## src/rtl/imem_boot_loader.sv

```systemverilog
`default_nettype none
// ============================================================================
// Module   : imem_boot_loader
// Brief    : Boot-time instruction-memory loader. Holds the core stopped,
//            receives a length header plus little-endian 32-bit words over a
//            byte stream, writes them into instruction memory, then releases
//            the core. A reload request from RUN restarts loading.
//            Optional checksum stage enabled by IMEM_BOOT_CHECKSUM_EN.
// Revision : 1.0 - initial release
// ============================================================================
module imem_boot_loader #(
    parameter int ADDR_W = 8,
    parameter int LEN_W  = 16
) (
    input  logic              clk,
    input  logic              reset,
    input  logic [7:0]        rx_data,
    input  logic              rx_valid,
    output logic              rx_ready,
    input  logic              reload,
    output logic              im_we,
    output logic [ADDR_W-1:0] im_waddr,
    output logic [31:0]       im_wdata,
    output logic              cpu_run,
    output logic              load_done,
    output logic              load_err,
    output logic [LEN_W-1:0]  words_loaded
);

`ifdef IMEM_BOOT_CHECKSUM_EN
    typedef enum logic [2:0] {
        S_LEN0 = 3'd0,
        S_LEN1 = 3'd1,
        S_DATA = 3'd2,
        S_DONE = 3'd3,
        S_RUN  = 3'd4,
        S_CSUM = 3'd5,
        S_ERR  = 3'd6
    } state_t;
`else
    typedef enum logic [2:0] {
        S_LEN0 = 3'd0,
        S_LEN1 = 3'd1,
        S_DATA = 3'd2,
        S_DONE = 3'd3,
        S_RUN  = 3'd4
    } state_t;
`endif

    // First word index that no longer fits in the memory.
    localparam logic [LEN_W:0] c_DEPTH = (LEN_W + 1)'(1) << ADDR_W;

    state_t              state_q, state_d;
    logic [LEN_W-1:0]    len_q, len_d;
    logic [1:0]          byte_idx_q, byte_idx_d;
    logic [23:0]         asm_q, asm_d;
    logic [LEN_W-1:0]    widx_q, widx_d;
    logic                we_q, we_d;
    logic [ADDR_W-1:0]   waddr_q, waddr_d;
    logic [31:0]         wdata_q, wdata_d;
    logic                done_q, done_d;
    logic                err_q, err_d;
`ifdef IMEM_BOOT_CHECKSUM_EN
    logic [7:0]          csum_q, csum_d;
`endif

    logic w_xfer;
    logic w_last_word;
    logic w_overflow;
    logic w_len_zero;

    assign w_xfer      = rx_valid && rx_ready;
    assign w_last_word = (widx_q == (len_q - 1'b1));
    assign w_overflow  = ({1'b0, widx_q} >= c_DEPTH);
    assign w_len_zero  = (rx_data == 8'h00) && (len_q[7:0] == 8'h00);

    assign im_we        = we_q;
    assign im_waddr     = waddr_q;
    assign im_wdata     = wdata_q;
    assign cpu_run      = (state_q == S_RUN);
    assign load_done    = done_q;
    assign load_err     = err_q;
    assign words_loaded = widx_q;

    // Next-state, byte assembly and write-port decisions.
    always_comb begin
        logic restart;
        restart    = 1'b0;
        state_d    = state_q;
        len_d      = len_q;
        byte_idx_d = byte_idx_q;
        asm_d      = asm_q;
        widx_d     = widx_q;
        we_d       = 1'b0;
        waddr_d    = waddr_q;
        wdata_d    = wdata_q;
        done_d     = 1'b0;
        err_d      = err_q;
        rx_ready   = 1'b0;
`ifdef IMEM_BOOT_CHECKSUM_EN
        csum_d     = csum_q;
`endif
        case (state_q)
            S_LEN0: begin
                rx_ready = 1'b1;
                if (w_xfer) begin
                    len_d   = LEN_W'(rx_data);
                    state_d = S_LEN1;
                end
            end
            S_LEN1: begin
                rx_ready = 1'b1;
                if (w_xfer) begin
                    len_d[15:8] = rx_data;
                    if (w_len_zero) begin
`ifdef IMEM_BOOT_CHECKSUM_EN
                        state_d = S_CSUM;
`else
                        state_d = S_DONE;
`endif
                    end else begin
                        state_d = S_DATA;
                    end
                end
            end
            S_DATA: begin
                rx_ready = 1'b1;
                if (w_xfer) begin
`ifdef IMEM_BOOT_CHECKSUM_EN
                    csum_d = csum_q ^ rx_data;
`endif
                    byte_idx_d = byte_idx_q + 1'b1;
                    case (byte_idx_q)
                        2'd0: asm_d[7:0]   = rx_data;
                        2'd1: asm_d[15:8]  = rx_data;
                        2'd2: asm_d[23:16] = rx_data;
                        default: begin
                            // Word complete: the write appears next cycle.
                            // Words past the memory end are swallowed.
                            wdata_d = {rx_data, asm_q};
                            waddr_d = widx_q[ADDR_W-1:0];
                            widx_d  = widx_q + 1'b1;
                            if (w_overflow) begin
                                err_d = 1'b1;
                            end else begin
                                we_d = 1'b1;
                            end
                            if (w_last_word) begin
`ifdef IMEM_BOOT_CHECKSUM_EN
                                state_d = S_CSUM;
`else
                                state_d = S_DONE;
`endif
                            end
                        end
                    endcase
                end
            end
`ifdef IMEM_BOOT_CHECKSUM_EN
            S_CSUM: begin
                rx_ready = 1'b1;
                if (w_xfer) begin
                    if (rx_data == csum_q) begin
                        state_d = S_DONE;
                    end else begin
                        state_d = S_ERR;
                        err_d   = 1'b1;
                    end
                end
            end
            S_ERR: begin
                restart = reload;
            end
`endif
            S_DONE: begin
                // Lets the final memory write land before the core starts.
                state_d = S_RUN;
                done_d  = 1'b1;
            end
            S_RUN: begin
                restart = reload;
            end
            default: begin
                state_d = S_LEN0;
            end
        endcase

        if (restart) begin
            state_d    = S_LEN0;
            len_d      = '0;
            byte_idx_d = 2'd0;
            asm_d      = 24'h0;
            widx_d     = '0;
            err_d      = 1'b0;
`ifdef IMEM_BOOT_CHECKSUM_EN
            csum_d     = 8'h00;
`endif
        end
    end

    // State and datapath registers.
    always_ff @(posedge clk or posedge reset) begin
        if (reset) begin
            state_q    <= S_LEN0;
            len_q      <= '0;
            byte_idx_q <= 2'd0;
            asm_q      <= 24'h0;
            widx_q     <= '0;
            we_q       <= 1'b0;
            waddr_q    <= '0;
            wdata_q    <= 32'h0;
            done_q     <= 1'b0;
            err_q      <= 1'b0;
`ifdef IMEM_BOOT_CHECKSUM_EN
            csum_q     <= 8'h00;
`endif
        end else begin
            state_q    <= state_d;
            len_q      <= len_d;
            byte_idx_q <= byte_idx_d;
            asm_q      <= asm_d;
            widx_q     <= widx_d;
            we_q       <= we_d;
            waddr_q    <= waddr_d;
            wdata_q    <= wdata_d;
            done_q     <= done_d;
            err_q      <= err_d;
`ifdef IMEM_BOOT_CHECKSUM_EN
            csum_q     <= csum_d;
`endif
        end
    end

endmodule
`default_nettype wire

```

## config.mk

```make
export PLATFORM = sky130hd
export DESIGN_NAME = imem_boot_loader
export DESIGN_NICKNAME = d
export VERILOG_FILES = /design/src/rtl/imem_boot_loader.sv
export SDC_FILE = /design/constraint.sdc
export NUM_CORES = 1
export LEC_CHECK = 0
export ABC_AREA = 1
export CAP_MARGIN = 20
export CORE_ASPECT_RATIO = 0.8
export CORE_MARGIN = 4
export CORE_UTILIZATION = 57
export CTS_BUF_LIST = sky130_fd_sc_hd__clkbuf_2
export CTS_CLUSTER_DIAMETER = 150
export DETAILED_ROUTE_END_ITERATION = 7
export PLACE_DENSITY = 0.83
export SYNTH_ARGS = -nofsm -noshare
export SYNTH_HDL_FRONTEND = slang
export SYNTH_SLANG_ARGS = --single-unit
```

## constraint.sdc

```tcl
create_clock -name clk -period 4.17 [get_ports clk]
set_input_delay 0.417 -clock clk [delete_from_list [all_inputs] [get_ports clk]]
set_output_delay 0.417 -clock clk [all_outputs]
set_load 0.02 [all_outputs]
```

; Word-level counts from Yosys, hierarchy flattened
; Index checks and enable logic that the tools add are counted.
[classes]
addsub = 3
n_lt_le_gt_ge = 1
eq_ne = 14
mux = 38
bitwise_logic = 1
n_reduce_logical = 26
[ops]
columns = operator, count
row1 = 16-bit 2-to-1 mux, 6
row2 = 24-bit 2-to-1 mux, 3
row3 = 8-bit 2-to-1 mux, 5
row4 = 3-bit 2-to-1 mux, 6
row5 = 3-bit AND reduction, 6
row6 = "16-bit by 1-bit adder with 16-bit output, second input constant", 1
row7 = 16-bit equality test, 1
row8 = "16-bit by 9-bit >= comparator with 1-bit output, second input constant", 1
row9 = 8-bit logical NOT, 2
row10 = 8-bit case mux with 2 select lines, 1
row11 = "16-bit by 1-bit subtractor with 16-bit output, second input constant", 1
row12 = "3-bit inequality test, second input constant", 5
row13 = 3-bit case mux with 5 select lines, 1
row14 = 2-bit nonzero test, 7
row15 = 1-bit 2-to-1 mux, 13
row16 = "3-bit by 2-bit equality test with 1-bit output, second input constant", 2
row17 = 2-bit 2-to-1 mux, 3
row18 = 6-bit AND reduction, 1
row19 = 3-bit OR reduction, 2
row20 = "2-bit by 1-bit inequality test with 1-bit output, second input constant", 2
row21 = 2-bit AND reduction, 2
row22 = 4-bit AND reduction, 1
row23 = "3-bit by 1-bit equality test with 1-bit output, second input constant", 1
row24 = "3-bit equality test, second input constant", 1
row25 = 8 further kinds, 9
[word_totals]
ff_bits = 104
inputBits = 12
output_inout_bits = 61
word_cells = 96

; Logic depth before layout (Yosys ltp)
; Gate-level depths: netlist (run 1).
[depth]
depth_word = 7
ltp_mapped = 17
depth_no_buf = 17

; Worst setup path before layout (run 1)
; Ideal clock, no wire load.
[synth_timing]
kind = register to register
from = register widx_q[0] (netlist: words_loaded[0])
to = register widx_q[10] (netlist: words_loaded[10])
setup_ns = 0.122
arrival_ns = 1.563
t_required_ns = 4.048
setup_slack_ns = 2.485
path_stages_with_launch = 11
path_buffers = 0
period_less_slack_ns = 1.685
path_cell_list = dfrtp_1 ha_1 inv_1 nor3_4 nand3_2 nor3_2 nand2_1 nor2_1 nand2_1 o21ai_1 a21oi_1
[synth_via]
elab_chain_cells = 5
[synth_rtl]
columns = element, line_no
row1 = "start, declared", 57  ; logic [LEN_W-1:0] widx_q, widx_d;
row2 = "start signal, assigned", 222  ; widx_q <= widx_d;
row3 = 16-bit by 1-bit adder with 16-bit output, 142  ; widx_d = widx_q + 1'b1;
row4 = 16-bit 2-to-1 mux, 133  ; case (byte_idx_q)
row5 = 16-bit 2-to-1 mux, 128  ; if (w_xfer) begin
row6 = 16-bit 2-to-1 mux, 103  ; case (state_q)
row7 = 16-bit 2-to-1 mux, 188  ; if (restart) begin
; Every way passes these cells. The select of a mux whose other input is x is not followed.
; A chain may end at the register's enable or synchronous reset.

; Worst setup path after layout (run 1)
[layout_timing]
from = register state_q[1]
to = register len_q[10]
[layout_via]
elab_chain_cells = 6
word_cells_on_any_way = 14
classes_between = eq/ne: 5 / mux: 4 / reduce/logical: 5
[layout_rtl]
columns = element, line_no
row1 = "start, declared", 53  ; state_t state_q, state_d;
row2 = "start signal, assigned", 218  ; state_q <= state_d;
row3 = 3-bit by 2-bit equality test with 1-bit output (tied with other cells), 103
row4 = 3-bit OR reduction (no source line), --
row5 = 1-bit 2-to-1 mux, 103
row6 = 1-bit logical AND, 72  ; assign w_xfer = rx_valid && rx_ready;
row7 = 3-bit inequality test (no source line), --
row8 = 3-bit AND reduction (no source line), --
row9 = "end signal, assigned", 219  ; len_q <= len_d;
row10 = "end, declared", 54  ; logic [LEN_W-1:0] len_q, len_d;
; Parallel ways exist; a longest one is shown, timed or not.

==> results of run 1 <==
where the power goes:
part           total [mW]  internal [mW]  switching [mW]  leakage [nW]
Combinational        1.98          0.778            1.20          1.55
Clock               0.459         0.0949           0.364        0.0707
Sequential           1.70           1.40           0.302          1.34
state kept, by name, indices dropped and copies added (netlist names):
register and cells:
asm_q 24, byte_idx_q 2, im_waddr 8, im_wdata 32, im_we 1, len_q 16
load_done 1, load_err 1, state_q 3, words_loaded 16
final cells by class:
class                           count  area (um^2)  share of cell area
Clock buffer                        9         45.0             0.00748
Sequential cell                   104         2600               0.432
Tap cell                          112          140              0.0233
Multi-Input combinational cell    418         2100               0.349
Clock inverter                      7         62.6              0.0104
Timing Repair Buffer               74          736               0.122
Inverter                           88          333              0.0553
metrics by stage:
step	utilization	setup slack [ns]	hold slack, ns	cells
final	0.697	1.57	0.278	812
after detailed placement	0.685	1.46	0.472	796
after CTS	0.697	1.63	0.272	812
after global routing	0.697	1.35	0.279	812
after floorplan	-	1.02	0.453	632
after global placement	0.685	1.51	0.465	796
placed cells by master (no fill, tap or decap), types with 3 or more instances in the layout:
cell,n
o21ai_0,78
dfrtp_1,104
clkdlybuf4s50_1,72
xor2_1,8
nand2_2,7
a21oi_1,13
nand2_4,3
clkbuf_2,9
nor3_1,15
nand3b_1,4
inv_1,80
xnor2_1,6
nand2_1,169
inv_2,6
nor2_4,3
nor2_2,10
o21ai_1,10
o22ai_1,3
ha_1,8
nor4_1,3
nor2_1,37
nand4_1,3
nand3_1,23
worst max path at each step:
stage	start	endpoint	cells after the start
finish	state_q[1]	len_q[10]	8
floorplan	reset	asm_q[0]	1
detailed placement	rx_valid	words_loaded[7]	8
CTS	state_q[1]	len_q[10]	8
global route	state_q[1]	len_q[9]	8
global placement	rx_valid	words_loaded[7]	8
metal layers:
layer,global-route usage,vias to the layer above,part of all wire
li1,-,2127,-
met1,0.368,2142,0.45
met2,0.391,200,0.46
met3,0.0464,25,0.076
met4,0.0791,0,0.016
met5,0,-,0
worst reg2reg max path, stage by stage (launching register included):
cell,delay (ns)
dfrtp_1,0.50
inv_1,0.08
nand2_1,0.10
nor2_2,0.06
nand2_2,0.39
inv_1,0.39
a21oi_2,0.71
nand3_1,0.17
o21ai_0,0.12
logic make-up (layout without fill, tap and decap cells):
| group | after synthesis | count (layout) | share of synthesized area |
|---|---|---|---|
| buffers and inverters | 110 | 178 | 0.0845 |
| xor gates and xnor gates | 14 | 14 | 0.0239 |
| AOI/OAI and AO/OA | 110 | 110 | 0.112 |
| DFF | 104 | 104 | 0.507 |
| and+or+nand+nor | 286 | 286 | 0.254 |
| adders and majority gates | 8 | 8 | 0.0195 |
==> results.txt, run 1 <==
Outcome: finished clean
Die width: 114 um
First-pass GRT wire length: 21,500 um
Distinct cells, synth: 38
Via count of the first global-routing pass: 4,404
Number of enable flip-flop cells after synthesis: 0
Core footprint: 8630 um^2
Number of top-level pins: 73
Synth area leaders: dfrtp_1, nand2_1, o21ai_0
GRT Total Usage: 0.254
Worst-Skew Late Latency: 0.59 ns
CTS max path bufs: 2
Total congestion overflow: 0
CP Capture Type: flop
Routed WL: 12,600 um
1st-iter DRT viols: 369
Setup TNS: 0 ns
Maximum VDD drop: 415 uV
Worst endpoint data arrival time: 3.09 ns
Cells along the critical path: inv_1, nand2_1, nor2_2, nand2_2, inv_1, a21oi_2, nand3_1, o21ai_0
Required time worst endpoint: 4.66 ns
PnR Total Power: 4.14 mW
Worst slew pin tran: 0.816 ns
Avg Cell Area, Syn: 8.13 um^2
Post_cts resized: 0
FF+latch count, synth: 104
H-tree depth: 3
Vias: 4,494
Sequential fraction of the synthesis area: 0.507
ANT cells: 0
Initial Util: 0.595
Syn Std Cell Area: 5140 um^2
Inserted Clock Buffers: 9
Ys async rst share: 1.00
R2R cell count: 8
Synth Warn #: 0
Yosys top cell by area: dfrtp_1
FF-to-FF Start: state_q[1]
Synth Instances: 632
Worst setup skew after layout: 0.0454 ns
Final critical-path share of the clock period: 0.624
Remaining DRCs: 0
Final setup vio count: 0
Post-CTS Hold Fix Bufs: 0
DPL Wire Length: 9330 um
Routed wire per std cell: 15.5 um
Antenna Nets Post-Route: 0
Port bufs: 72
FF-to-FF setup slack: 1.57 ns
RR Endpoint: len_q[10]
Placed cell area: 5910 um^2
Fmax: 384 MHz
Drt first pass iters: 5
Power per Cell Area: 687 nW/um^2
Initial antenna violation count: 0
Share of the synthesized area in the top cell type: 0.507
Max_slew headroom: 0.456
CTS Sinks: 104
Post-synth top cells: nand2_1, dfrtp_1, inv_1
Vias per inst: 5.53
Design Area, Final: 6020 um^2
Most frequent cell after synthesis: nand2_1
CP top delay family: compound AO/OA/AOI/OAI gates
Max incr delay on CP: 0.71 ns
Share of layout cells above drive strength 1: 0.0814
Critical path buffer and inverter count: 2
Hold WC Path Type: input port to async pin
Post CTS Setup Buffer Count: 0
Final min period: 2.60 ns
CP max stage cell: a21oi_2
Syn_nets: 652
Row cnt: 30
Final #Nets: 715
WS Path Type: flop to flop
Area Overhead vs Synth: 17.2%
Gp weighted congestion: 0.871
Die height: 92.9 um
Final Hold Viols: 0
Most used cell, CP: inv_1
Ys flop type: dfrtp_1
Leakage Power: 2.96 nW
Clk root buf: clkbuf_2
Pin count of the biggest net entering global routing: 88
Critical-path maximum fanout: 23
CP startpoint kind: flop
CTS tree: done
Clk slew on worst S/H paths: 0.30 ns
Layout filler cell count: 712
Die ar.: 10,600 um^2
Slew Viols, Final: 0
RSZ-0062 raised after global routing: no
Max-Cap Viols: 0
No activity file was read; power rests on OpenSTA's default activity.
==> run 2: changes to the inputs <==
==> constraint.sdc (replaced) <==
create_clock -name clk -period 2.6 [get_ports clk]
set_input_delay 0.26 -clock clk [delete_from_list [all_inputs] [get_ports clk]]
set_output_delay 0.26 -clock clk [all_outputs]
set_load 0.02 [all_outputs]
==> run 2 against run 1 <==
- sequential share of layout area decreased by 0.52 points
- clock skew decreased by 0.020 ns
- flip-flop and latch count unchanged
- final cell count increased by 0.49%
- via count decreased by 2.5%
- combinational power increased by 63%
- non-clock buffer count increased by 4
- routed wire length decreased by 3.3%
- highest routed layer unchanged
==> results.txt, run 2 (synthesis results as in run 1) <==
Final critical-path share of the clock period: 0.877
Die height: 92.9 um
Number of top-level pins: 73
Antenna Nets Post-Route: 0
Initial Util: 0.595
Max incr delay on CP: 0.64 ns
Final min period: 2.28 ns
Clk slew on worst S/H paths: 0.30 ns
Die width: 114 um
Clk root buf: clkbuf_2
Inserted Clock Buffers: 9
Die ar.: 10,600 um^2
Critical-path maximum fanout: 5
Post CTS Setup Buffer Count: 0
Final #Nets: 719
Fmax: 438 MHz
Routed WL: 12,100 um
ANT cells: 0
RSZ-0062 raised after global routing: no
DPL Wire Length: 9180 um
Most common cell after layout, fill and taps aside: nand2_1
Initial antenna violation count: 0
Dpl ws: 0.475 ns
Area Overhead vs Synth: 18.6%
Max-Cap Viols: 0
Worst-Skew Late Latency: 0.57 ns
Remaining DRCs: 0
Worst Hold Slack: 0.0805 ns
Share of layout cells above drive strength 1: 0.0852
CP max stage cell: clkdlybuf4s50_1
Hold WC Path Type: input port to async pin
Vias per inst: 5.37
CP Capture Type: output pin
Outcome: finished clean
Worst endpoint data arrival time: 2.02 ns
Total congestion overflow: 0
Placed cell area: 5970 um^2
Max_slew headroom: 0.525
PnR Total Power: 6.72 mW
CP startpoint kind: flop
Design Area, Final: 6090 um^2
First-pass GRT wire length: 20,600 um
CTS max path bufs: 2
Port bufs: 72
Routed wire per std cell: 14.9 um
Pin count of the biggest net entering global routing: 52
Gp weighted congestion: 0.935
Via count of the first global-routing pass: 4,281
Power per Cell Area: 1100 nW/um^2
1st-iter DRT viols: 386
Setup TNS: 0 ns
Core footprint: 8630 um^2
Most frequent cells in the layout: nand2_1, dfrtp_1, inv_1, o21ai_0, clkdlybuf4s50_1
Post-route setup slack: 0.319 ns
Maximum VDD drop: 599 uV
Leakage Power: 2.99 nW
Row cnt: 30
CTS tree: done
Worst slew pin tran: 0.711 ns
Post-CTS Hold Fix Bufs: 0
Slew Viols, Final: 0
WS Path Type: flop to output pin
Vias: 4,380
Required time worst endpoint: 2.34 ns
CTS Sinks: 104
Max reg flops: 32
Final Hold Viols: 0
GRT Total Usage: 0.244
Drt first pass iters: 5
Post_cts resized: 0
Final setup vio count: 0
Cells along the critical path: inv_1, nand2_1, nor2_2, clkdlybuf4s50_1
H-tree depth: 3
Worst setup skew after layout: 0.0254 ns
run 2: final cells by class:
cell class,instances,area (um^2)
multi-input combinational,418,2100
fill,684,2540
sequential,104,2600
timing repair buffer,78,791
clock buffer,9,45.0
inverter,88,334
clock inverter,7,78.8
tap,112,140
run 2: final timing paths:
kind,from,end,slack [ns],cells after the start
setup / recovery,state_q[1],cpu_run,0.32,4
hold / removal,reset,im_wdata[0],0.08,2
setup reg to reg,state_q[1],len_q[12],0.56,9
hold reg to reg,im_wdata[16],im_wdata[16],0.53,2
max in group asynchronous,reset,im_wdata[25],1.87,3
min in group clk,rx_data[4],im_wdata[28],0.27,3
run 2: power by group:
group | switching [mW] | internal [mW]
combinational | 1.95 | 1.27
clock | 0.555 | 0.234
sequential | 0.478 | 2.24
run 2: routing by layer:
metal,up-vias,share of wire,GRT usage
li1,2119,-,-
met5,-,0,0
met2,185,0.44,0.365
met4,0,0.018,0.0801
met3,25,0.070,0.0353
met1,2051,0.47,0.366
run 2: through the flow:
stage / utilization / instances
after floorplan: - / 632
after global placement: 0.691 / 800
after detailed placement: 0.691 / 800
after CTS: 0.706 / 816
after global routing: 0.706 / 816
final: 0.706 / 816
run 2: critical path, delay by kind of cell, from the launching register on:
kind	cells	cell delay, ns
buf+inv	2	0.74
simple gates	2	0.23
flops	1	0.51
